`src/rtl/spike_aer_encoder_if.sv`:
```
// AER event stream between the spike encoder and its consumer.
// Master drives a valid event (address + timestamp); slave answers with ready.
interface spike_aer_encoder_if #(
  parameter int ADDR_W = 3,
  parameter int TS_W   = 8
);
  logic              valid;
  logic              ready;
  logic [ADDR_W-1:0] addr;
  logic [TS_W-1:0]   ts;

  modport master (output valid, output addr, output ts, input ready);
  modport slave  (input valid, input addr, input ts, output ready);
endinterface

```
`src/rtl/spike_aer_encoder.sv`:
```
// Serialises per-neuron spike pulses into timestamped AER events through a show-ahead FIFO.
// Spikes that collide with a still-pending spike of the same neuron are counted as drops.
module spike_aer_encoder #(
  parameter int NUM_NEURONS = 8,
  parameter int ADDR_W      = 3,
  parameter int TS_W        = 8,
  parameter int FIFO_DEPTH  = 16,
  parameter int CNT_W       = 8
) (
  input  logic                          clk,
  input  logic                          reset_n,
  input  logic [NUM_NEURONS-1:0]        spike_in,
  input  logic                          tick,
  input  logic                          clear_overflow,
  spike_aer_encoder_if.master           aer,
  output logic [$clog2(FIFO_DEPTH):0]   fifo_count,
  output logic                          overflow,
  output logic [CNT_W-1:0]              drop_count
);
  localparam int PTR_W = $clog2(FIFO_DEPTH);
  localparam int DCW   = $clog2(NUM_NEURONS) + 1;
  localparam int EW    = ADDR_W + TS_W;

  logic [NUM_NEURONS-1:0] pending_q, pending_d;
  logic [NUM_NEURONS-1:0] pushed, dropped;
  logic [TS_W-1:0]        ts_q, ts_d;
  logic [EW-1:0]          mem_q [FIFO_DEPTH];
  logic [EW-1:0]          head;
  logic [PTR_W-1:0]       rd_ptr_q, rd_ptr_d, wr_ptr_q, wr_ptr_d;
  logic [PTR_W:0]         count_q, count_d;
  logic                   overflow_q, overflow_d;
  logic [CNT_W-1:0]       drop_q, drop_d;
  logic [CNT_W:0]         drop_sum;
  logic [DCW-1:0]         drop_num;
  logic [ADDR_W-1:0]      push_idx;
  logic                   pop, push, can_accept;

  // Lowest pending index wins the single push slot of the cycle.
  always_comb begin
    push_idx = '0;
    for (int i = NUM_NEURONS - 1; i >= 0; i--) begin
      if (pending_q[i]) push_idx = ADDR_W'(i);
    end
  end

  assign aer.valid  = (count_q != '0);
  assign pop        = aer.valid & aer.ready;
  assign can_accept = (count_q < (PTR_W + 1)'(FIFO_DEPTH)) | pop;
  assign push       = (|pending_q) & can_accept;
  assign pushed     = push ? (NUM_NEURONS'(1) << push_idx) : '0;
  assign dropped    = spike_in & pending_q & ~pushed;
  assign pending_d  = (pending_q & ~pushed) | spike_in;

  always_comb begin
    drop_num = '0;
    for (int i = 0; i < NUM_NEURONS; i++) begin
      drop_num = drop_num + DCW'(dropped[i]);
    end
  end

  // A clear in the same cycle as a drop restarts the tally from this cycle's drops.
  always_comb begin
    drop_sum   = (clear_overflow ? '0 : {1'b0, drop_q}) + (CNT_W + 1)'(drop_num);
    drop_d     = drop_sum[CNT_W] ? '1 : drop_sum[CNT_W-1:0];
    overflow_d = (overflow_q & ~clear_overflow) | (|dropped);
  end

  always_comb begin
    count_d  = count_q;
    rd_ptr_d = rd_ptr_q;
    wr_ptr_d = wr_ptr_q;
    ts_d     = tick ? ts_q + TS_W'(1) : ts_q;
    if (push) wr_ptr_d = wr_ptr_q + PTR_W'(1);
    if (pop)  rd_ptr_d = rd_ptr_q + PTR_W'(1);
    if (push && !pop)      count_d = count_q + (PTR_W + 1)'(1);
    else if (pop && !push) count_d = count_q - (PTR_W + 1)'(1);
  end

  always_ff @(posedge clk or negedge reset_n) begin
    if (!reset_n) begin
      pending_q  <= '0;
      ts_q       <= '0;
      rd_ptr_q   <= '0;
      wr_ptr_q   <= '0;
      count_q    <= '0;
      overflow_q <= 1'b0;
      drop_q     <= '0;
    end else begin
      pending_q  <= pending_d;
      ts_q       <= ts_d;
      rd_ptr_q   <= rd_ptr_d;
      wr_ptr_q   <= wr_ptr_d;
      count_q    <= count_d;
      overflow_q <= overflow_d;
      drop_q     <= drop_d;
    end
  end

  // Storage needs no reset: outputs are masked while the FIFO is empty.
  always_ff @(posedge clk) begin
    if (push) mem_q[wr_ptr_q] <= {push_idx, ts_q};
  end

  assign head       = mem_q[rd_ptr_q];
  assign aer.addr   = aer.valid ? head[EW-1:TS_W] : '0;
  assign aer.ts     = aer.valid ? head[TS_W-1:0] : '0;
  assign fifo_count = count_q;
  assign overflow   = overflow_q;
  assign drop_count = drop_q;
endmodule

```
`src/flat_wrapper.sv`:
```
// flat-port wrapper written by rule: the top's interface ports become plain ports
module spike_aer_encoder_flat 
#(
  parameter int NUM_NEURONS = 8,
  parameter int ADDR_W      = 3,
  parameter int TS_W        = 8,
  parameter int FIFO_DEPTH  = 16,
  parameter int CNT_W       = 8
)
  (clk, reset_n, spike_in, tick, clear_overflow, fifo_count, overflow, drop_count, aer_valid, aer_addr, aer_ts, aer_ready);
  spike_aer_encoder_if #(.ADDR_W(ADDR_W), .TS_W(TS_W)) aer_i ();
  input  logic clk;
  input  logic reset_n;
  input  logic [NUM_NEURONS-1:0] spike_in;
  input  logic tick;
  input  logic clear_overflow;
  output logic [$clog2(FIFO_DEPTH):0] fifo_count;
  output logic overflow;
  output logic [CNT_W-1:0] drop_count;
  output wire logic [$bits(aer_i.valid)-1:0] aer_valid;
  output wire logic [$bits(aer_i.addr)-1:0] aer_addr;
  output wire logic [$bits(aer_i.ts)-1:0] aer_ts;
  input wire logic [$bits(aer_i.ready)-1:0] aer_ready;
  assign aer_valid = aer_i.valid;
  assign aer_addr = aer_i.addr;
  assign aer_ts = aer_i.ts;
  assign aer_i.ready = aer_ready;
  spike_aer_encoder #(.NUM_NEURONS(NUM_NEURONS), .ADDR_W(ADDR_W), .TS_W(TS_W), .FIFO_DEPTH(FIFO_DEPTH), .CNT_W(CNT_W)) u_core (.clk(clk), .reset_n(reset_n), .spike_in(spike_in), .tick(tick), .clear_overflow(clear_overflow), .aer(aer_i), .fifo_count(fifo_count), .overflow(overflow), .drop_count(drop_count));
endmodule
```
`config.mk`:
```
export PLATFORM = sky130hd
export DESIGN_NAME = spike_aer_encoder_flat
export DESIGN_NICKNAME = d
export VERILOG_FILES = /design/src/rtl/spike_aer_encoder_if.sv /design/src/rtl/spike_aer_encoder.sv /design/src/flat_wrapper.sv
export SDC_FILE = /design/constraint.sdc
export NUM_CORES = 1
export LEC_CHECK = 0
export BUFFER_PORTS_ARGS = -buffer_cell sky130_fd_sc_hd__clkbuf_2
export CORE_MARGIN = 3
export CORE_UTILIZATION = 40
export DETAILED_ROUTE_END_ITERATION = 7
export GPL_TIMING_DRIVEN = 0
export HOLD_SLACK_MARGIN = 0.15
export PLACE_DENSITY = 0.53
export SYNTH_ARGS = -nofsm -noshare
export SYNTH_HDL_FRONTEND = slang
export SYNTH_SLANG_ARGS = --single-unit
```
`constraint.sdc`:
```
create_clock -name clk -period 9.3 [get_ports clk]
set_input_delay 0.93 -clock clk [delete_from_list [all_inputs] [get_ports clk]]
set_output_delay 0.93 -clock clk [all_outputs]
set_load 0.05 [all_outputs]
```
# ---- After elaboration in Yosys (flattened, before gate mapping)
# Memory sizes are Yosys's and may differ from the RTL's.
# Index checks and enable logic that the tools add are counted.
dict set report classes {
  n_addsub 13
  magnitude_cmp 1
  shifts 1
  muxes 17
  bitwise 11
  reduce_logical 8
}
# operator count
set ops {}
lappend ops {{8-bit 2-to-1 mux} 4}
lappend ops {{3-bit 2-to-1 mux} 9}
lappend ops {{4-bit by 1-bit adder with 4-bit output} 6}
lappend ops {{8-bit AND} 3}
lappend ops {{8-bit OR reduction} 2}
lappend ops {{5-bit 2-to-1 mux} 2}
lappend ops {{9-bit by 4-bit adder with 9-bit output} 1}
lappend ops {{4-bit by 1-bit adder with 4-bit output (second input constant)} 2}
lappend ops {{8-bit by 1-bit adder with 8-bit output (second input constant)} 1}
lappend ops {{8-bit NOT} 1}
lappend ops {{8-bit OR} 1}
lappend ops {{1-bit by 3-bit << shifter with 8-bit output (first input constant)} 1}
lappend ops {{5-bit by 1-bit adder with 5-bit output (second input constant)} 1}
lappend ops {{5-bit less-than comparator (second input constant)} 1}
lappend ops {{5-bit nonzero test} 1}
lappend ops {{5-bit by 1-bit subtractor with 5-bit output (second input constant)} 1}
lappend ops {{1-bit AND} 3}
lappend ops {{1-bit by 1-bit adder with 2-bit output} 1}
lappend ops {{1-bit logical AND} 2}
lappend ops {{1-bit zero test} 2}
lappend ops {{1-bit 2-to-1 mux} 2}
lappend ops {{1-bit OR} 2}
lappend ops {{2-bit nonzero test} 1}
lappend ops {{1-bit NOT} 1}
dict set report word_totals {
  register_bits 38
  ramBits 176
  input_bits 13
  output_inout_bits 26
  word_cells 59
  mem_count 1
}
# name depth word_bits read_ports rd_ports_with_merged_regs write_ports line
set mem_list {}
lappend mem_list {u_core.mem_q 16 11 1 0 1 spike_aer_encoder.sv:27} ;# logic [EW-1:0] mem_q [FIFO_DEPTH];

# ---- Logic depth before layout (Yosys ltp)
dict set report depth {
  word_depth 21
  ltp_mapped 18
}

# ---- Worst setup path after synthesis
# OpenSTA, ideal clock, no wires.
dict set report synth_path {
  kind {input -> register}
  from {input aer_ready}
  to {register u_core.drop_q[5] (netlist: u_core.drop_count[5])}
  setup_time_ns 0.146
  t_arrival_ns 5.120
  t_required_ns 9.154
  path_slack_ns 4.034
  stages 17
  n_path_buf 0
  path_cell_list {nor2b_4 > o21ai_0 > or2_2 > inv_1 > ha_1 > inv_1 > fa_1 > fa_1 > fa_1 > inv_1 > fa_1 > fa_1 > a21o_1 > a21oi_1 > nand3b_1 > o211a_1 > o311ai_0}
}
dict set report synth_via {
  elab_chain_len 15
}
# item line
set synth_lines {}
lappend synth_lines {{start, declared} flat_wrapper.sv:23} ;# input wire logic [$bits(aer_i.ready)-1:0] aer_ready;
lappend synth_lines {{1-bit AND *} spike_aer_encoder.sv:47} ;# assign pop = aer.valid & aer.ready;
lappend synth_lines {{1-bit OR *} spike_aer_encoder.sv:48} ;# assign can_accept = (count_q < (PTR_W + 1)'(FIFO_DEPTH)) | pop;
lappend synth_lines {{1-bit AND *} spike_aer_encoder.sv:49} ;# assign push = (|pending_q) & can_accept;
lappend synth_lines {{8-bit 2-to-1 mux *} spike_aer_encoder.sv:50} ;# assign pushed = push ? (NUM_NEURONS'(1) << push_idx) : '0;
lappend synth_lines {{8-bit NOT *} spike_aer_encoder.sv:51} ;# assign dropped = spike_in & pending_q & ~pushed;
lappend synth_lines {{8-bit AND *} spike_aer_encoder.sv:51}
lappend synth_lines {{1-bit by 1-bit adder with 2-bit output} spike_aer_encoder.sv:57} ;# drop_num = drop_num + DCW'(dropped[i]);
lappend synth_lines {{4-bit by 1-bit adder with 4-bit output (5 in a row)} spike_aer_encoder.sv:57}
lappend synth_lines {{4-bit by 1-bit adder with 4-bit output *} spike_aer_encoder.sv:57}
lappend synth_lines {{9-bit by 4-bit adder with 9-bit output *} spike_aer_encoder.sv:63} ;# drop_sum = (clear_overflow ? '0 : {1'b0, drop_q}) + (CNT_W + 1)'(drop_num);
lappend synth_lines {{8-bit 2-to-1 mux *} spike_aer_encoder.sv:64} ;# drop_d = drop_sum[CNT_W] ? '1 : drop_sum[CNT_W-1:0];
lappend synth_lines {{net u_core.drop_d[5]} spike_aer_encoder.sv:32} ;# logic [CNT_W-1:0] drop_q, drop_d;
lappend synth_lines {{end signal, assigned} spike_aer_encoder.sv:95} ;# drop_q <= drop_d;
lappend synth_lines {{end, declared} spike_aer_encoder.sv:32}
# The timed path passes the listed nets; every way through them passes the cells marked *.
# A chain may end at the register's enable or synchronous reset.

# ---- Worst setup path in the final report
# Ends and elaborated chain as after synthesis.

==> impl_metrics.csv <==
group,metric,value,unit
detailed_routing,via_per_inst,5.276,
cells_and_area,final_nets,601,
critical_path,worst_setup_path_start_kind,"input pin",
global_route,grt_max_degree,39,
clock_tree,cts_setup_buffers,0,
global_route,grt_overflow,0,
worst_hold_path,hold_class,"reg2reg",
power,p_comb_share,35.6,%
logic_synthesis,async_flop_share,17.76,%
logic_synthesis,seq_area_frac_synth,68.99,%
sta,hold_viol,0,
floorplan,die_w,156.3,um
critical_path,cp.arrival,5.66,ns
placed_design,placed_cell_area,9584,um^2
logic_synthesis,yosys_most_used_dff,"edfxtp_1",
sta,period_needed,5.290,ns
clock_tree,cts_tree,"yes",
logic_synthesis,synth-edff-count,176,
cells_and_area,area_delta_synth_final,14.31,%
logic_synthesis,yosysTopAreaCell,"edfxtp_1",
clock_tree,worstSkewPairLatency,0.52,ns
detailed_routing,post_drt_wl_per_cell,22.00,um
logic_synthesis,synth-seq-cells,214,
logic_synthesis,ys_warn_count,0,
sta,maxSlewViolCount,0,
cells_and_area,drive_gt1_share,25.39,%
global_route,antenna_found_initial,0,
detailed_routing,wirelength,18.90,mm
logic_synthesis,synth_area,9039,um^2
floorplan,coreArea,22030,um^2
logic_synthesis,netlist_top_cells_area,"edfxtp_1 58%, mux4_2 11%, dfrtp_1 11%",
logic_synthesis,ys_types,50,
placed_design,dp_hpwl,12.19,mm
placed_design,numPlacedInstances,819,
sta,fin_ws,4.010,ns
cells_and_area,post-route-util,46.91,%
power,ir_drop,0.0002633,V
cells_and_area,stdcell_area,10330,um^2
sta,fin_skew,0.01776,ns
clock_tree,cts_hold_buf,0,
sta,setup_tns,0,ns
logic_synthesis,syn_inst,501,
power,internal_power,2.337,mW
clock_tree,cts_htree_levels,1,
global_route,grtUsageTotal,15.80,%
critical_path,worstPathMaxFanout,7,
logic_synthesis,synthesis.nets,538,
sta,setup_viol,0,
cells_and_area,fillCellCount,1863,
power,finalPower,3.696,mW
critical_path,r2r_slack,4.08,ns
placed_design,gp_congestion,0.7701,
clock_tree,clock_sinks,214,
placed_design,port_buffers,38,
sta,timing.final.crit_share,56.88,%
clock_tree,cts_root_buf,"clkbuf_16",
logic_synthesis,synth_most_common_cell,"edfxtp_1",
global_route,grt_pass1_wl,28.82,mm
cells_and_area,num_antenna_cells,0,
outcome,status,"finished, final reports clean",
power,swShare,36.77,%
critical_path,crit_type,"in2reg",
detailed_routing,dr.pass1.iters,6,
power,seq_power_share,39.9,%
power,switching_power,1.359,mW
floorplan,die_h,156.3,um
clock_tree,numCtsBuffers,23,
floorplan,initial_core_util,41.04,%
detailed_routing,num_vias,4532,
critical_path,endpoint_kind,"flip-flop",
detailed_routing,drc_errors,0,
detailed_routing,ant_nets,0,
sta,tightestPinTransition,1.119,ns
logic_synthesis,yosysTopAreaCellShare,58.47,%
sta,fmax,189.1,MHz
power,clkPwrFrac,24.5,%
logic_synthesis,avgSynthCellArea,18.04,um^2
critical_path,crit_required,9.67,ns
clock_tree,clockBufferDepth,3,
floorplan,num_rows,54,
floorplan,ios,39,
power,cellPowerDensity,357.7,nW/um^2
clock_tree,cts_resized,0,
logic_synthesis,netlist_top_cells_count,"176 x edfxtp_1, 44 x mux4_2, 38 x dfrtp_1",
sta,hold_ws,0.5226,ns
floorplan,die-area,24440,um^2
placed_design,dp_slack,3.457,ns
sta,rsz0062_at_grt,"false",
cells_and_area,stdcell_count,859,
job,drv_cap,0,
global_route,grt_pass1_vias,4719,
detailed_routing,drtIter0Drc,289,
power,p_leak,3.757,nW
sta,slew_headroom,25.14,%
clock_tree,clkTransAtPathRegs,0.06,ns
==> worst paths after layout <==
path	cells past startpoint	to	start
worst max-delay path	18	u_core.drop_count[5]	aer_ready
worst min-delay path	1	u_core.rd_ptr_q[2]	u_core.rd_ptr_q[2]
worst max register to register	17	u_core.drop_count[5]	u_core.fifo_count[4]
worst min register to register	1	u_core.rd_ptr_q[2]	u_core.rd_ptr_q[2]
max in group asynchronous	1	u_core.ts_q[0]	reset_n
min in group asynchronous	1	u_core.pending_q[7]	reset_n
==> power by group through the flow <==
stage / combinational (mW) / clock [mW] / sequential (mW)
2_1_floorplan: 0.925 / 0 / 1.49
3_3_place_gp: 1.33 / 0 / 1.48
3_5_place_dp: 1.34 / 0 / 1.50
4_1_cts: 1.35 / 0.927 / 1.48
5_1_grt: 1.42 / 0.970 / 1.50
6_report: 1.31 / 0.906 / 1.48
==> sequential cells by signal, summed over array words and instances (netlist names) <==
name	cells
u_core.mem_q	176
u_core.pending_q	8
u_core.rd_ptr_q	4
u_core.ts_q	8
u_core.drop_count	8
u_core.wr_ptr_q	4
u_core.fifo_count	5
u_core.overflow	1
==> logic make-up (layout without fill, tap and decap cells) <==
group                    after synthesis  count (layout)  share of synthesized area (%)
flip-flops                           214             214                          68.99
AND/OR/NAND/NOR                      100             100                          6.368
multiplexers                          69              69                          13.77
AO/OA/AOI/OAI                         41              41                          3.281
buffers and inverters                 31             109                          1.634
adder cells (fa/ha/maj)               24              24                          3.821
XOR/XNOR                              22              22                          2.132
==> metal layers <==
layer	vias up	routed length (um)	global-route usage [%]
met4	0	324	3.085
met5	-	0	0
li1	2089	-	-
met3	28	920	2.931
met1	2308	8661	23.24
met2	107	8993	25.01
==> placed cells by master, fill, tap and decap left out, types with 4 or more instances in the layout <==
| cell | n |
|---|---|
| clkbuf_2 | 38 |
| nand2b_1 | 6 |
| o22ai_1 | 11 |
| clkbuf_1 | 10 |
| mux4_2 | 44 |
| edfxtp_1 | 176 |
| buf_4 | 5 |
| clkinv_2 | 8 |
| clkbuf_16 | 23 |
| nand2_1 | 20 |
| o21ai_0 | 5 |
| inv_1 | 14 |
| and2_1 | 16 |
| nand3_1 | 8 |
| nand4_1 | 6 |
| nor2b_1 | 6 |
| a21o_1 | 10 |
| xnor2_1 | 14 |
| fa_1 | 6 |
| nor2_1 | 15 |
| buf_2 | 4 |
| a21oi_1 | 6 |
| mux2i_1 | 22 |
| xor2_1 | 8 |
| dfrtp_1 | 38 |
| ha_1 | 18 |
==> area by class of cell <==
class | count | area (um^2) | area share (%)
timing repair buffer | 38 | 190.2 | 1.841
sequential | 214 | 6236 | 60.35
multi-input combinational | 256 | 2660 | 25.74
buffer | 17 | 95.09 | 0.9203
tap | 280 | 350.3 | 3.391
inverter | 14 | 52.55 | 0.5086
clock buffer | 26 | 586.8 | 5.679
clock inverter | 14 | 161.4 | 1.562
==> critical path, stage by stage <==
cell	delay, ns
clkbuf_2	0.12
nor2b_4	0.23
o21ai_0	0.13
or2_2	0.31
inv_1	0.06
ha_1	0.22
inv_1	0.09
fa_1	0.42
fa_1	0.52
fa_1	0.43
inv_1	0.09
fa_1	0.46
fa_1	0.48
a21o_1	0.20
a21oi_1	0.36
nand3b_1	0.30
o211a_1	0.19
o311ai_0	0.11
Power figures use the tool's default switching activity.
